[config.mk]
export PLATFORM = sky130hd
export DESIGN_NAME = alu_issue_buffer
export DESIGN_NICKNAME = d
export VERILOG_FILES = /design/src/rtl/cpu_pkg.sv /design/src/rtl/sync_2ff.sv /design/src/rtl/alu_issue_buffer.sv
export SDC_FILE = /design/constraint.sdc
export NUM_CORES = 1
export LEC_CHECK = 0
export CAP_MARGIN = 20
export CORE_MARGIN = 5
export CORE_UTILIZATION = 47
export DETAILED_ROUTE_END_ITERATION = 6
export GPL_ROUTABILITY_DRIVEN = 0
export PLACE_DENSITY_LB_ADDON = 0.1
export SLEW_MARGIN = 20
export SYNTH_ARGS = -nofsm -noshare
export SYNTH_HDL_FRONTEND = slang
export SYNTH_SLANG_ARGS = --single-unit
[constraint.sdc]
create_clock -name clk -period 7.5 [get_ports clk]
set_clock_uncertainty 0.05 [all_clocks]
set_input_delay 1.5 -clock clk [delete_from_list [all_inputs] [get_ports clk]]
set_output_delay 1.5 -clock clk [all_outputs]
set_load 0.01 [all_outputs]
[src/rtl/cpu_pkg.sv]
// Shared widths, the issued-operation record and FSM state encodings for the
// ID-to-ALU issue path.
package cpu_pkg;

  localparam int OP_W   = 5;
  localparam int DATA_W = 16;
  localparam int REG_AW = 4;

  typedef struct packed {
    logic [OP_W-1:0]   opcode;
    logic [DATA_W-1:0] a;
    logic [DATA_W-1:0] b;
    logic [REG_AW-1:0] rd;
  } issue_op_t;

  typedef enum logic {
    U_IDLE,
    U_ACK
  } up_state_t;

  typedef enum logic [1:0] {
    D_IDLE,
    D_REQ,
    D_RTZ
  } dn_state_t;

endpackage

[src/rtl/sync_2ff.sv]
// Multi-flop level synchroniser for a single asynchronous handshake line.
module sync_2ff #(
  parameter int SYNC_STAGES = 2
) (
  input  logic clk,
  input  logic rst,
  input  logic d,
  output logic q
);

  logic [SYNC_STAGES-1:0] sync_q;

  always_ff @(posedge clk or posedge rst) begin
    if (rst) sync_q <= '0;
    else     sync_q <= {sync_q[SYNC_STAGES-2:0], d};
  end

  assign q = sync_q[SYNC_STAGES-1];

endmodule

[src/rtl/alu_issue_buffer.sv]
// Elastic ID-to-ALU hand-off: four-phase handshake in, small FIFO, four-phase
// handshake out, with flush of queued (not yet issued) work.
module alu_issue_buffer
  import cpu_pkg::*;
#(
  parameter int DEPTH       = 2,
  parameter int SYNC_STAGES = 2
) (
  input  logic                       clk,
  input  logic                       reset,
  input  logic                       flush,
  input  logic                       in_req,
  output logic                       in_ack,
  input  logic [OP_W-1:0]            in_opcode,
  input  logic [DATA_W-1:0]          in_a,
  input  logic [DATA_W-1:0]          in_b,
  input  logic [REG_AW-1:0]          in_rd,
  output logic                       out_req,
  input  logic                       out_ack,
  output logic [OP_W-1:0]            out_opcode,
  output logic [DATA_W-1:0]          out_a,
  output logic [DATA_W-1:0]          out_b,
  output logic [REG_AW-1:0]          out_rd,
  output logic [$clog2(DEPTH+1)-1:0] count
);

  localparam int AW = $clog2(DEPTH);
  localparam int CW = $clog2(DEPTH+1);

  logic      req_s, ack_s;
  up_state_t u_state, u_next;
  dn_state_t d_state, d_next;

  logic [AW:0] wr_ptr, rd_ptr;
  issue_op_t   mem [DEPTH];
  issue_op_t   in_op;
  issue_op_t   out_op_p0;
  logic        full, empty, push, wr_en, pop;

  // Handshake inputs cross into the clk domain here
  sync_2ff #(.SYNC_STAGES(SYNC_STAGES)) u_req_sync (
    .clk (clk),
    .rst (reset),
    .d   (in_req),
    .q   (req_s)
  );

  sync_2ff #(.SYNC_STAGES(SYNC_STAGES)) u_ack_sync (
    .clk (clk),
    .rst (reset),
    .d   (out_ack),
    .q   (ack_s)
  );

  assign in_op = {in_opcode, in_a, in_b, in_rd};
  assign empty = (wr_ptr == rd_ptr);
  assign full  = (wr_ptr[AW] != rd_ptr[AW]) && (wr_ptr[AW-1:0] == rd_ptr[AW-1:0]);
  assign count = CW'(wr_ptr - rd_ptr);

  // Full is judged before any same-cycle pop; flush drops both push data and pop
  assign push  = (u_state == U_IDLE) && req_s && !full;
  assign wr_en = push && !flush;
  assign pop   = (d_state == D_IDLE) && !empty && !flush;

  always_ff @(posedge clk or posedge reset) begin
    if (reset) begin
      u_state <= U_IDLE;
      d_state <= D_IDLE;
    end else begin
      u_state <= u_next;
      d_state <= d_next;
    end
  end

  always_comb begin
    u_next = u_state;
    d_next = d_state;
    case (u_state)
      U_IDLE:  if (push)   u_next = U_ACK;
      U_ACK:   if (!req_s) u_next = U_IDLE;
      default: u_next = U_IDLE;
    endcase
    case (d_state)
      D_IDLE:  if (pop)    d_next = D_REQ;
      D_REQ:   if (ack_s)  d_next = D_RTZ;
      D_RTZ:   if (!ack_s) d_next = D_IDLE;
      default: d_next = D_IDLE;
    endcase
  end

  always_comb begin
    in_ack  = 1'b0;
    out_req = 1'b0;
    if (u_state == U_ACK) in_ack  = 1'b1;
    if (d_state == D_REQ) out_req = 1'b1;
  end

  // Pointers carry one extra wrap bit so full and empty stay distinguishable
  always_ff @(posedge clk or posedge reset) begin
    if (reset) begin
      wr_ptr <= '0;
      rd_ptr <= '0;
    end else if (flush) begin
      rd_ptr <= wr_ptr;
    end else begin
      if (wr_en) wr_ptr <= wr_ptr + (AW+1)'(1);
      if (pop)   rd_ptr <= rd_ptr + (AW+1)'(1);
    end
  end

  always_ff @(posedge clk) begin
    if (wr_en) mem[wr_ptr[AW-1:0]] <= in_op;
  end

  // Issue register: stable for the whole out_req/out_ack cycle
  always_ff @(posedge clk or posedge reset) begin
    if (reset)    out_op_p0 <= '0;
    else if (pop) out_op_p0 <= mem[rd_ptr[AW-1:0]];
  end

  assign out_opcode = out_op_p0.opcode;
  assign out_a      = out_op_p0.a;
  assign out_b      = out_op_p0.b;
  assign out_rd     = out_op_p0.rd;

endmodule
# == After elaboration in Yosys (flattened, before gate mapping) ==
# Memory sizes are Yosys's and may differ from the RTL's. A register that Yosys moved wholly into a read port is not among the register bits.
# Cells that the tools add are included.
# word_totals
register_bits,11
ram_bits,82
input_bits,46
output_inout_bits,45
memories,1
# memory_table
memory,words,width,rd,rd_ports_with_merged_regs,wr,line_no,text
mem,2,41,1,1,1,alu_issue_buffer.sv:35,issue_op_t mem [DEPTH];
# classes
n_addsub,3
n_eq_ne,8
muxes,13
bitwise_logic,2
reduce_logical,13
# ops
op,count
$mux W2,5
$logic_and A1 B1 Y1,6
$mux W1,6
$pmux W2 S3,1
$add A2 B1 Y2 const B,2
$ne A2 B2 Y1 const B,2
$logic_not A1 Y1,3
$reduce_and A3 Y1,1
$eq A2 B1 Y1 const B,1
$eq A2 B2 Y1,1
$eq A2 B2 Y1 const B,1
$logic_not A2 Y1,1
$ne A2 B1 Y1 const B,1
$not A1 Y1,2
$pmux W1 S2,1
$reduce_and A2 Y1,1
$reduce_bool A2 Y1,1
$sub A2 B2 Y2,1
$eq A1 B1 Y1,1
$ne A1 B1 Y1,1

# == Depth between registers and ports, before layout ==
# Gate-level depths: netlist of run 1.
# depth
ltp_word,7
ltp_mapped,6

# == Modules after synthesis ==
# A second synthesis of run 1 with hierarchy kept.
# hier_totals
hier_cells,264
area_unflattened_um2,5021.1
# by_module_without_submodules
mod,instances,cells_each,area_each_um2,seq_area_each_um2
alu_issue_buffer,1,258,4913.5,3663.5
sync_2ff,2,3,53.8,50.0

# == Worst setup path after synthesis of run 1 ==
# Ideal clock, no wire load.
# synth_path
kind,in2reg
startpoint,in flush
endpoint,mem mem[1][0] (netlist name) (enable)
setup_time_ps,670
arrival_ps,8334
slack_ps,-1554
path_stages,2
n_path_buf,1
path_cell_list,clkbuf_1 -> a2111oi_0
# synth_via
elab_chain_cells,4
# synth_lines
element,line_no,text
from (decl),alu_issue_buffer.sv:11,"input logic flush,"
$logic_not A1 Y1,alu_issue_buffer.sv:62,assign wr_en = push && !flush;
$logic_and A1 B1 Y1,alu_issue_buffer.sv:62,
$mux W1,alu_issue_buffer.sv:112,if (wr_en) mem[wr_ptr[AW-1:0]] <= in_op;
$mux W1 (not written as such),alu_issue_buffer.sv:112,
to (decl),alu_issue_buffer.sv:35,
# No other way between the ends.

# == Worst setup path after layout of run 1 ==
# layout_path
startpoint,reg rd_ptr[0]
endpoint,out count[0]
# layout_via
elab_chain_cells,1
# layout_lines
element,line_no,text
from (decl),alu_issue_buffer.sv:34,"logic [AW:0] wr_ptr, rd_ptr;"
from (signal assigned),alu_issue_buffer.sv:104,rd_ptr <= wr_ptr;
from (signal assigned),alu_issue_buffer.sv:107,if (pop) rd_ptr <= rd_ptr + (AW+1)'(1);
$sub A2 B2 Y2,alu_issue_buffer.sv:58,assign count = CW'(wr_ptr - rd_ptr);
to (decl),alu_issue_buffer.sv:24,output logic [$clog2(DEPTH+1)-1:0] count
# No other way between the ends.

==> metrics, run 1 <==
status finished clean; cell depth of the worst setup path 3; Crit path buffers/inverters 2; Hold WC Path Type register to register; Tcrit/Tclk final between 50% and 60%; detailed-router iteration count before antenna repair 4; Die Span Y 113 um; Mapped Area 0.00501 mm^2; FF-to-FF End out_b[8]; Yosys warning total 0; Cells after Synth roughly 260; Netlist cell types 31; final wirelength between 9000 and 10,000 um; GRT Overall Usage 15.8%; PostCTS Resize Cnt 0; Seq/Total Area, Yosys ~75%; nets between 400 and 500; Remaining DRCs 0; ANT nets after route 0; Int Power slightly above 0.002 W; Slew headroom roughly 45%; critical path arrival about 2.5 ns; CP Capture Type output pin; clk sink count 134; root buf cell clkbuf_8; critical path's largest stage delay roughly 0.86 ns; Final Util 64.4%; critical path class register to output pin; Worst path top cell family by delay flip-flops; Slew @ Worst Pin 0.825 ns; initial antenna violation count 0; Worst setup SP type register; Most used DFF post-synth edfxtp_1; top-area cell type share of the netlist area slightly below 50%; core box area 0.0104 mm^2; CP max-delay cell dfrtp_4; vias in the first global route 2,932; postcts setup bufs 0; final hold viol count 0; Vias/cell 5.03; Max Cap Violations 0; area delta synth->final 33.2%; Synth area leaders edfxtp_1, dfrtp_1, mux2_2, buf_6, a2111oi_4; CP required approximately 6.0 ns; Power Density 431 mW/mm^2; syn_nets slightly above 300; fmax roughly 240 MHz; Seq pwr share between 30% and 40%; largest net degree at the start of global routing 53; Clk pwr share about 30%; number of port buffers 90; leading area contributor after synthesis edfxtp_1; synthesis-stage register bit count approximately 130; wire per inst around 18 um; layout cell share with drive strength beyond 1 approximately 32%; clk slew on worst S/H paths ~0.060 ns; die width between 100 and 150 um; reg2reg start rd_ptr[0]; Lkg Pwr approximately 2.5 nW; asr flop ratio synth about two fifths; Critical Path Source rd_ptr[0]; Clock Latency Late Sink roughly 0.5 ns; final setup TNS 0 ns; CP Cell Sequence ha_1 -> inv_1 -> clkdlybuf4s50_1; grt ovf 0; Critical Path End count[0]; Initial Util 48.3%; peak fanout along the critical path 47; RSZ-0062 raised after global routing false; Mapped Avg Cell Area approximately 19 um^2; net switching fraction of the power 28.0%; CTS tree built; most frequent cell after synthesis edfxtp_1; Clock Path Buffers 2; first-pass GRT wire length between 15,000 and 20,000 um; Slew Limit Fails 0; hold buffers post-CTS 0; # IOs between 90 and 100; most common library cells after synthesis edfxtp_1, mux2_2, dfrtp_1; Final setup violation count 0; Period minus WS final ~4.1 ns; H-tree levels 4; R2R depth 4; Die ar. between 0.01 and 0.015 mm^2; Std-Cell Rows 37; antenna cells 0; EDFF count, synth 82; Max VDD drop 203 uV; P_sw just over 0.0008 W; Combinational Power Share 30.3%; DR vias around 2,600; post-DP HPWL ~5700 um; flop2flop setup slack ~4.3 ns; TritonCTS Buffers 17; DRT iter0 DRCs a little under 100
==> how the worst min path moves through the flow <==
stage | startpoint | to | slack (ns) | cells past startpoint
after global routing | u_ack_sync.sync_q[0] | u_ack_sync.sync_q[1] | 0.31 | 0
after detailed placement | u_ack_sync.sync_q[0] | u_ack_sync.sync_q[1] | 0.29 | 0
final | u_req_sync.sync_q[0] | u_req_sync.sync_q[1] | 0.30 | 0
after floorplan | u_ack_sync.sync_q[0] | u_ack_sync.sync_q[1] | 0.28 | 0
after CTS | u_req_sync.sync_q[0] | u_req_sync.sync_q[1] | 0.31 | 0
after global placement | u_ack_sync.sync_q[0] | u_ack_sync.sync_q[1] | 0.29 | 0
==> worst reg2reg max path, stage by stage (launching register included) <==
cell	delay, ns
dfrtp_4	0.86
ha_1	0.47
a2111oi_4	0.78
buf_4	0.56
mux2_2	0.41
==> kinds of logic (layout without fill, tap and decap cells) <==
kind of cell | after synthesis | count (layout) | synth area share [%]
multiplexers | 82 | 82 | 18.4
AND/OR/NAND/NOR | 13 | 13 | 1.42
buffers and inverters | 17 | 131 | 1.90
flip-flops | 134 | 134 | 75.1
XOR/XNOR | 6 | 6 | 1.20
adder cells (fa/ha/maj) | 1 | 1 | 0.250
AO/OA/AOI/OAI | 9 | 9 | 1.75
==> stage by stage <==
| stage | area [um^2] | hold WS (ns) | power (W) | setup WS, ns | cells |
|---|---|---|---|---|---|
| after floorplan | 5010 | 0.281 | 0.00164 | 0.538 | 262 |
| after global placement | 6050 | 0.287 | 0.00202 | 3.52 | 480 |
| after detailed placement | 6050 | 0.290 | 0.00204 | 3.52 | 480 |
| after CTS | 6670 | 0.305 | 0.00291 | 3.05 | 512 |
| after global routing | 6680 | 0.308 | 0.00302 | 3.28 | 512 |
| final | 6680 | 0.304 | 0.00288 | 3.41 | 512 |
==> routing by layer <==
layer | share of wire (%) | track usage [%] | vias to the layer above
met5 | 0 | 0 | -
met2 | 52 | 26.7 | 67
met1 | 43 | 19.1 | 1309
li1 | - | - | 1195
met3 | 4.4 | 5.45 | 4
met4 | 0.56 | 4.81 | 0
==> cell usage in the layout (no fill, tap or decap), types with 2 or more instances in the layout <==
master and count:
mux2_2 80, clkdlybuf4s50_1 90, nor2_1 2, bufinv_16 4, clkinv_4 3, xnor2_1 3, clkinv_2 2, clkinvlp_4 2
nor3_1 2, buf_4 4, inv_1 4, nand2b_1 2, clkbuf_16 16, edfxtp_1 82, dfrtp_1 51, inv_6 3
xor2_1 2, clkbuf_8 2, mux2_1 2
==> layout make-up <==
cell class,instances,area (um^2)
Sequential cell,134,3770
Fill cell,768,3690
Multi-Input combinational cell,111,1160
Timing Repair Buffer,94,931
Clock buffer,18,428
Clock inverter,14,198
Tap cell,136,170
Inverter,5,18.8
==> registers in the layout, summed over array words and instances (netlist names) <==
| register | cells |
|---|---|
| out_a | 16 |
| mem | 82 |
| rd_ptr | 2 |
| out_b | 16 |
| d_state | 2 |
| out_opcode | 5 |
| u_ack_sync.sync_q | 2 |
| wr_ptr | 2 |
| out_rd | 4 |
| u_state | 1 |
| u_req_sync.sync_q | 2 |
==> power groups by stage <==
stage	registers, W	logic [W]	clock network, W
5_1_grt	0.00117	0.000937	0.000915
3_5_place_dp	0.00115	0.000888	0
3_3_place_gp	0.00115	0.000872	0
6_report	0.00114	0.000872	0.000864
2_1_floorplan	0.00113	0.000508	0
4_1_cts	0.00114	0.000894	0.000877
(Power assumes the default switching activity.)
==> run 2, diff against run 1 <==
==> constraint.sdc (replaced) <==
create_clock -name clk -period 3.7 [get_ports clk]
set_clock_uncertainty 0.05 [all_clocks]
set_input_delay 0.74 -clock clk [delete_from_list [all_inputs] [get_ports clk]]
set_output_delay 0.74 -clock clk [all_outputs]
set_load 0.01 [all_outputs]
==> metrics, run 2 (same netlist as run 1, synthesis figures left out) <==
Seq pwr share 39.1%; Slew Limit Fails 0; initial antenna violation count 0; finished layout cell area around 0.0066 mm^2; number of port buffers 90; CP Capture Type output pin; wire per inst 17.5 um; DR vias roughly 2,600; nets ~410; Vias/cell between 5 and 6; H-tree levels 4; postcts setup bufs 0; vias in the first global route approximately 3,000; Die ar. about 0.013 mm^2; Lkg Pwr between 2 and 2.5 nW; final setup TNS 0 ns; first-pass GRT wire length 14,800 um; Clk pwr share 26.9%; Combinational Power Share 34.0%; clk sink count roughly 130; Worst setup SP type register; die width roughly 110 um; Std-Cell Rows 37; crit-path most repeated cell inv_1; most frequent cells in the layout clkdlybuf4s50_1, edfxtp_1, mux2_2; peak fanout along the critical path 7; Slew headroom a little under three fifths; net switching fraction of the power ~28%; placed cell area between 0.006 and 0.007 mm^2; PostCTS Resize Cnt 0; post-DP HPWL about 5800 um; Period minus WS final 2.91 ns; CP Cell Sequence inv_1 -> ha_1 -> inv_1 -> clkdlybuf4s50_1; critical path class register to output pin; Tcrit/Tclk final approximately 79%; hold buffers post-CTS 0; Worst path top cell family by delay buffers and inverters; antenna cells 0; CTS tree built; layout cell share with drive strength beyond 1 32.4%; Max VDD drop 663 uV; P_sw about 0.0016 W; final wirelength ~9000 um; reg2reg start wr_ptr[0]; # IOs a little over 90; Clock Latency Late Sink just over 0.5 ns; Remaining DRCs 0; most common cell after layout, fill and taps aside clkdlybuf4s50_1; Slew @ Worst Pin ~0.64 ns; status finished clean; Power Density 841 mW/mm^2; final hold viol count 0; Critical Path Source wr_ptr[0]; Largest register FFs 82; pre-CTS setup slack about 0.79 ns; Int Power ~0.004 W; fmax 344 MHz; ANT nets after route 0; grt ovf 0; core box area about 0.010 mm^2; Max Cap Violations 0; root buf cell clkbuf_8; Die Span Y about 110 um; Hold WC Path Type register to register; final cell count without fillers 516; GRT Overall Usage about 15%; detailed-router iteration count before antenna repair 4; largest net degree at the start of global routing 47; Clock Path Buffers 2; critical path arrival around 2.1 ns; Initial Util approximately half; CP required between 2 and 3 ns; placed insts approximately 480; TritonCTS Buffers 17; Setup WS post-layout slightly below 0.8 ns; critical path's largest stage delay between 0.5 and 0.6 ns; area delta synth->final 32.5%; CP max-delay cell clkdlybuf4s50_1; worst hold path startpoint u_req_sync.sync_q[0]; Crit path buffers/inverters 3; RSZ-0062 raised after global routing false; clk slew on worst S/H paths roughly 0.060 ns; Final setup violation count 0; DRT iter0 DRCs 99; Min Hold Slack 0.299 ns
[run 2: cell types whose count changed in the layout (fill, tap and decap cells not counted), sizes merged]
cell / delta
inv: -1
clkinv: -2
bufinv: -3
buf: +4
clkbuf: +2
clkinvlp: +4
[run 2: layout make-up]
type / instances / area [um^2]
clock buffer: 20 / 435
clock inverter: 12 / 106
fill: 797 / 3730
inverter: 5 / 18.8
multi-input combinational: 111 / 1170
sequential: 134 / 3760
tap: 136 / 170
timing repair buffer: 98 / 973
[run 2: worst reg2reg max path, delay by kind of cell (launching register included)]
kind                       cells  cell delay, ns
AOI/OAI and AO/OA              1            0.35
adders and majority gates      1            0.38
buffers and inverters          2            0.42
DFF                            1            0.38
and+or+nand+nor                1            0.54
[run 2: through the flow]
stage / util, % / power, W
2_1_floorplan: - / 0.00334
3_3_place_gp: 58.8 / 0.00411
3_5_place_dp: 58.8 / 0.00416
4_1_cts: 64.1 / 0.00568
5_1_grt: 64.1 / 0.00590
6_report: 64.1 / 0.00559
[run 2: power groups by stage]
stage | clock network [W] | registers [W] | logic (W)
floorplan | 0 | 0.00229 | 0.00105
global placement | 0 | 0.00221 | 0.00191
detailed placement | 0 | 0.00222 | 0.00194
CTS | 0.00154 | 0.00220 | 0.00195
global route | 0.00161 | 0.00224 | 0.00205
finish | 0.00150 | 0.00218 | 0.00190
[run 2: path summary, 6_finish.rpt]
check	end	slack [ns]	cells after the start
worst max-delay path	count[0]	0.79	4
worst min-delay path	u_req_sync.sync_q[1]	0.30	0
worst max register to register	mem[0][19]	1.27	5
worst min register to register	u_req_sync.sync_q[1]	0.30	0
max in group asynchronous	out_b[15]	2.36	3
min in group asynchronous	out_a[9]	0.58	2
[run 2: routing by layer]
| layer | track usage [%] | vias up | routed length, um |
|---|---|---|---|
| met3 | 6.26 | 8 | 534 |
| met4 | 4.81 | 0 | 90 |
| met5 | 0 | - | 0 |
| li1 | - | 1192 | - |
| met2 | 26.1 | 69 | 4730 |
| met1 | 17.3 | 1336 | 3680 |
==> run 3, diff against run 2 <==
--- a/config.mk
+++ b/config.mk
@@ -7,7 +7,7 @@
 export LEC_CHECK = 0
 export CAP_MARGIN = 20
 export CORE_MARGIN = 5
-export CORE_UTILIZATION = 47
+export CORE_UTILIZATION = 52
 export DETAILED_ROUTE_END_ITERATION = 6
 export GPL_ROUTABILITY_DRIVEN = 0
 export PLACE_DENSITY_LB_ADDON = 0.1
==> constraint.sdc (replaced) <==
create_clock -name clk -period 2.9 [get_ports clk]
set_clock_uncertainty 0.05 [all_clocks]
set_input_delay 0.58 -clock clk [delete_from_list [all_inputs] [get_ports clk]]
set_output_delay 0.58 -clock clk [all_outputs]
set_load 0.01 [all_outputs]
==> metrics, run 3 (same netlist as run 1, synthesis figures left out) <==
placed cell area 0.00614 mm^2; DRT iter0 DRCs 70; detailed-router iteration count before antenna repair 4; post-DP HPWL between 5000 and 6000 um; Critical Path Source wr_ptr[1]; Period minus WS final 2.65 ns; clk sink count ~130; postcts setup bufs 0; Final Util a little under three quarters; critical path arrival a little over 2 ns; Worst setup SP type register; total power between 0.007 and 0.008 W; critical path class register to output pin; Largest register FFs between 80 and 90; CP required approximately 2.3 ns; PostCTS Resize Cnt 0; hold buffers post-CTS 0; GRT Overall Usage around 17%; core box area around 0.0093 mm^2; CP Capture Type output pin; number of port buffers 90; Tcrit/Tclk final between 90% and 100%; Clock Path Buffers 2; first-pass GRT wire length between 10,000 and 15,000 um; Hold WC Path Type register to register; antenna cells 0; final setup TNS 0 ns; Clock Latency Late Sink 0.51 ns; fill count 633; Max Cap Violations 0; H-tree levels 4; M1 GR Usage about 20%; Final setup violation count 0; ANT nets after route 0; die width 108 um; Initial Util between 50% and 60%; Slew @ Worst Pin a little over 0.7 ns; reg2reg start wr_ptr[0]; placed insts between 400 and 500; layout cell share with drive strength beyond 1 about 33%; # IOs between 90 and 100; Std-Cell Rows 35; wire per inst 17.6 um; final wirelength between 8000 and 9000 um; hold-critical path depth 0; Remaining DRCs 0; most frequent cells in the layout clkdlybuf4s50_1, edfxtp_1, mux2_2; root buf cell clkbuf_8; TritonCTS Buffers 17; initial antenna violation count 0; Die Span Y approximately 110 um; CTS tree built; Slew headroom approximately 52%; peak fanout along the critical path 5; largest net degree at the start of global routing between 50 and 60; grt ovf 0; Max VDD drop around 670 uV; vias in the first global route 2,862; fmax between 300 and 400 MHz; RSZ-0062 raised after global routing false; R2R depth 5; busiest grt layer met2; Vias/cell approximately 5.1; finished layout cell area between 0.006 and 0.007 mm^2; Die ar. between 0.01 and 0.015 mm^2; worst hold path startpoint u_ack_sync.sync_q[0]; DR vias 2,597; final hold viol count 0; clk slew on worst S/H paths 0.06 ns; flop2flop setup slack just over 0.8 ns; Power Density around 1100 mW/mm^2; status finished clean; Lkg Pwr about 2.5 nW; met2 Usage GRT between 20% and 30%; nets 415; most common cell after layout, fill and taps aside clkdlybuf4s50_1; area delta synth->final 33.9%; Slew Limit Fails 0; final cell count without fillers a little over 500; met3 Track Usage GR approximately 4.8%
[run 3: power breakdown]
part / internal (W) / switching, W / total, W
clock: 0.00130 / 0.000758 / 0.00206
combinational: 0.00147 / 0.00102 / 0.00249
sequential: 0.00255 / 0.000265 / 0.00281
total: 0.00531 / 0.00204 / 0.00736
[run 3: worst paths after layout]
check / endpoint
max: count[1]
min: u_ack_sync.sync_q[1]
max reg2reg: mem[0][37]
min reg2reg: u_ack_sync.sync_q[1]
max in group asynchronous: rd_ptr[0]
min in group asynchronous: out_b[15]
[run 3: metrics by stage]
stage | hold WS (ns) | worst slack (ns)
global placement | 0.283 | 0.590
finish | 0.296 | 0.249
detailed placement | 0.286 | 0.571
CTS | 0.299 | 0.202
global route | 0.318 | 0.150
floorplan | 0.281 | -0.0166
[run 3: area by class of cell]
class                      count  area (um^2)  area share (%)
clock inverter                12          156            2.33
timing repair buffer          99         1010            15.0
tap                          129          161            2.40
sequential                   134         3760            56.1
inverter                       5         18.8           0.280
multi-input combinational    111         1190            17.7
clock buffer                  18          418            6.23
[run 3: critical path: stages, from the launching register on]
cell,delay [ns]
dfrtp_1,0.46
xnor2_2,0.34
xnor2_1,0.16
clkdlybuf4s50_1,0.55
[run 3: routing by layer]
layer,vias up,wire length [um]
li1,1192,-
met1,1326,3850
met2,68,4530
met3,11,444
met4,0,137
met5,-,0
==> variant, RTL diff (config.mk and constraints of run 2) <==
Set the package constant `DATA_W` to 32 (it was 16).
--- a/src/rtl/cpu_pkg.sv
+++ b/src/rtl/cpu_pkg.sv
@@ -4,5 +4,5 @@
 
   localparam int OP_W   = 5;
-  localparam int DATA_W = 16;
+  localparam int DATA_W = 32;
   localparam int REG_AW = 4;
 
Interface: changed (resized in_a, in_b, out_a and out_b); port bits go from 91 to 155. No check against the original RTL was run, so the function may have changed too.
==> variant against run 2 <==
Sequential cell count is 96 higher; worst hold slack better by 0.0050 ns; routed wire length is 77% higher; via count is 65% higher; cell area is 68% higher; synthesized area is 69% higher; power is 65% higher; worst setup slack worse by 0.062 ns; critical path depth is 1 lower; clock power is 55% higher; critical path type unchanged; largest cell class unchanged; largest power group unchanged; highest routed layer unchanged.
==> variant: results (changes against run 2) <==
Synth cell types -> 30 (was 31)
synth cell count leaders -> edfxtp_1 (146), mux2_2 (146), dfrtp_1 (84) (was edfxtp_1 (82), mux2_2 (80), dfrtp_1 (52))
M1 wire length -> 6765 um (was 3684 um)
Avg Cell Area, Syn -> 19.88 um^2 (was 19.14 um^2)
min-delay src -> u_ack_sync.sync_q[0] (was u_req_sync.sync_q[0])
Clock-cell share -> 7.038% (was 8.154%)
number of synthesized flops with an enable pin -> 146 (was 82)
register area share after synthesis -> 76.43% (was 75.07%)
placed insts -> 802 (was 484)
critical path arrival -> 2.18 ns (was 2.12 ns)
max reg flops -> 146 (was 82)
status -> completed (unchanged)
# fillers -> 1272 (was 797)
CP Launch Point -> rd_ptr[1] (was wr_ptr[0])
CP delay by family, top -> XOR/XNOR gates (was buffers and inverters)
Synth Area in Adders -> 0.1474% (was 0.2496%)
met3 wire len -> 1052 um (was 534 um)
Synth async-reset ratio -> 36.52% (was 38.81%)
Seq area share -> 58.31% (was 56.67%)
share of cells above drive strength 1 -> 31.88% (was 32.37%)
met1 Use GR -> 21.11% (was 17.26%)
met2 Track Usage GR -> 26.48% (was 26.15%)
wire length per cell -> 18.89 um (was 17.52 um)
Final nets -> 679 (was 414)
total track usage -> 15.73% (was 15.19%)
I/O Buffers -> 154 (was 90)
DRT iter0 DRCs -> 199 (was 99)
[variant: cell count changes after synthesis, sizes merged, moves of 2 or more]
cell,run 2,this run
nor3,2,0
edfxtp,82,146
dfrtp,52,84
nand2b,2,4
clkbuf,8,6
mux2,82,146
buf,4,11
[variant: through the flow]
stage / utilization [%] / area [um^2] / power [W] / hold slack, ns
finish: 62.38 / 11130 / 0.009225 / 0.3036
global route: 62.38 / 11130 / 0.009747 / 0.3255
CTS: 62.23 / 11100 / 0.009374 / 0.3064
floorplan: - / 8527 / 0.005578 / 0.2812
global placement: 57.84 / 10320 / 0.006899 / 0.2842
detailed placement: 57.84 / 10320 / 0.006987 / 0.2936
[variant: power breakdown]
| group | leakage, nW | internal (W) | switching (W) |
|---|---|---|---|
| logic | 1.31 | 0.00185 | 0.00130 |
| clock network | 0.383 | 0.00144 | 0.000896 |
| registers | 2.31 | 0.00343 | 0.000311 |
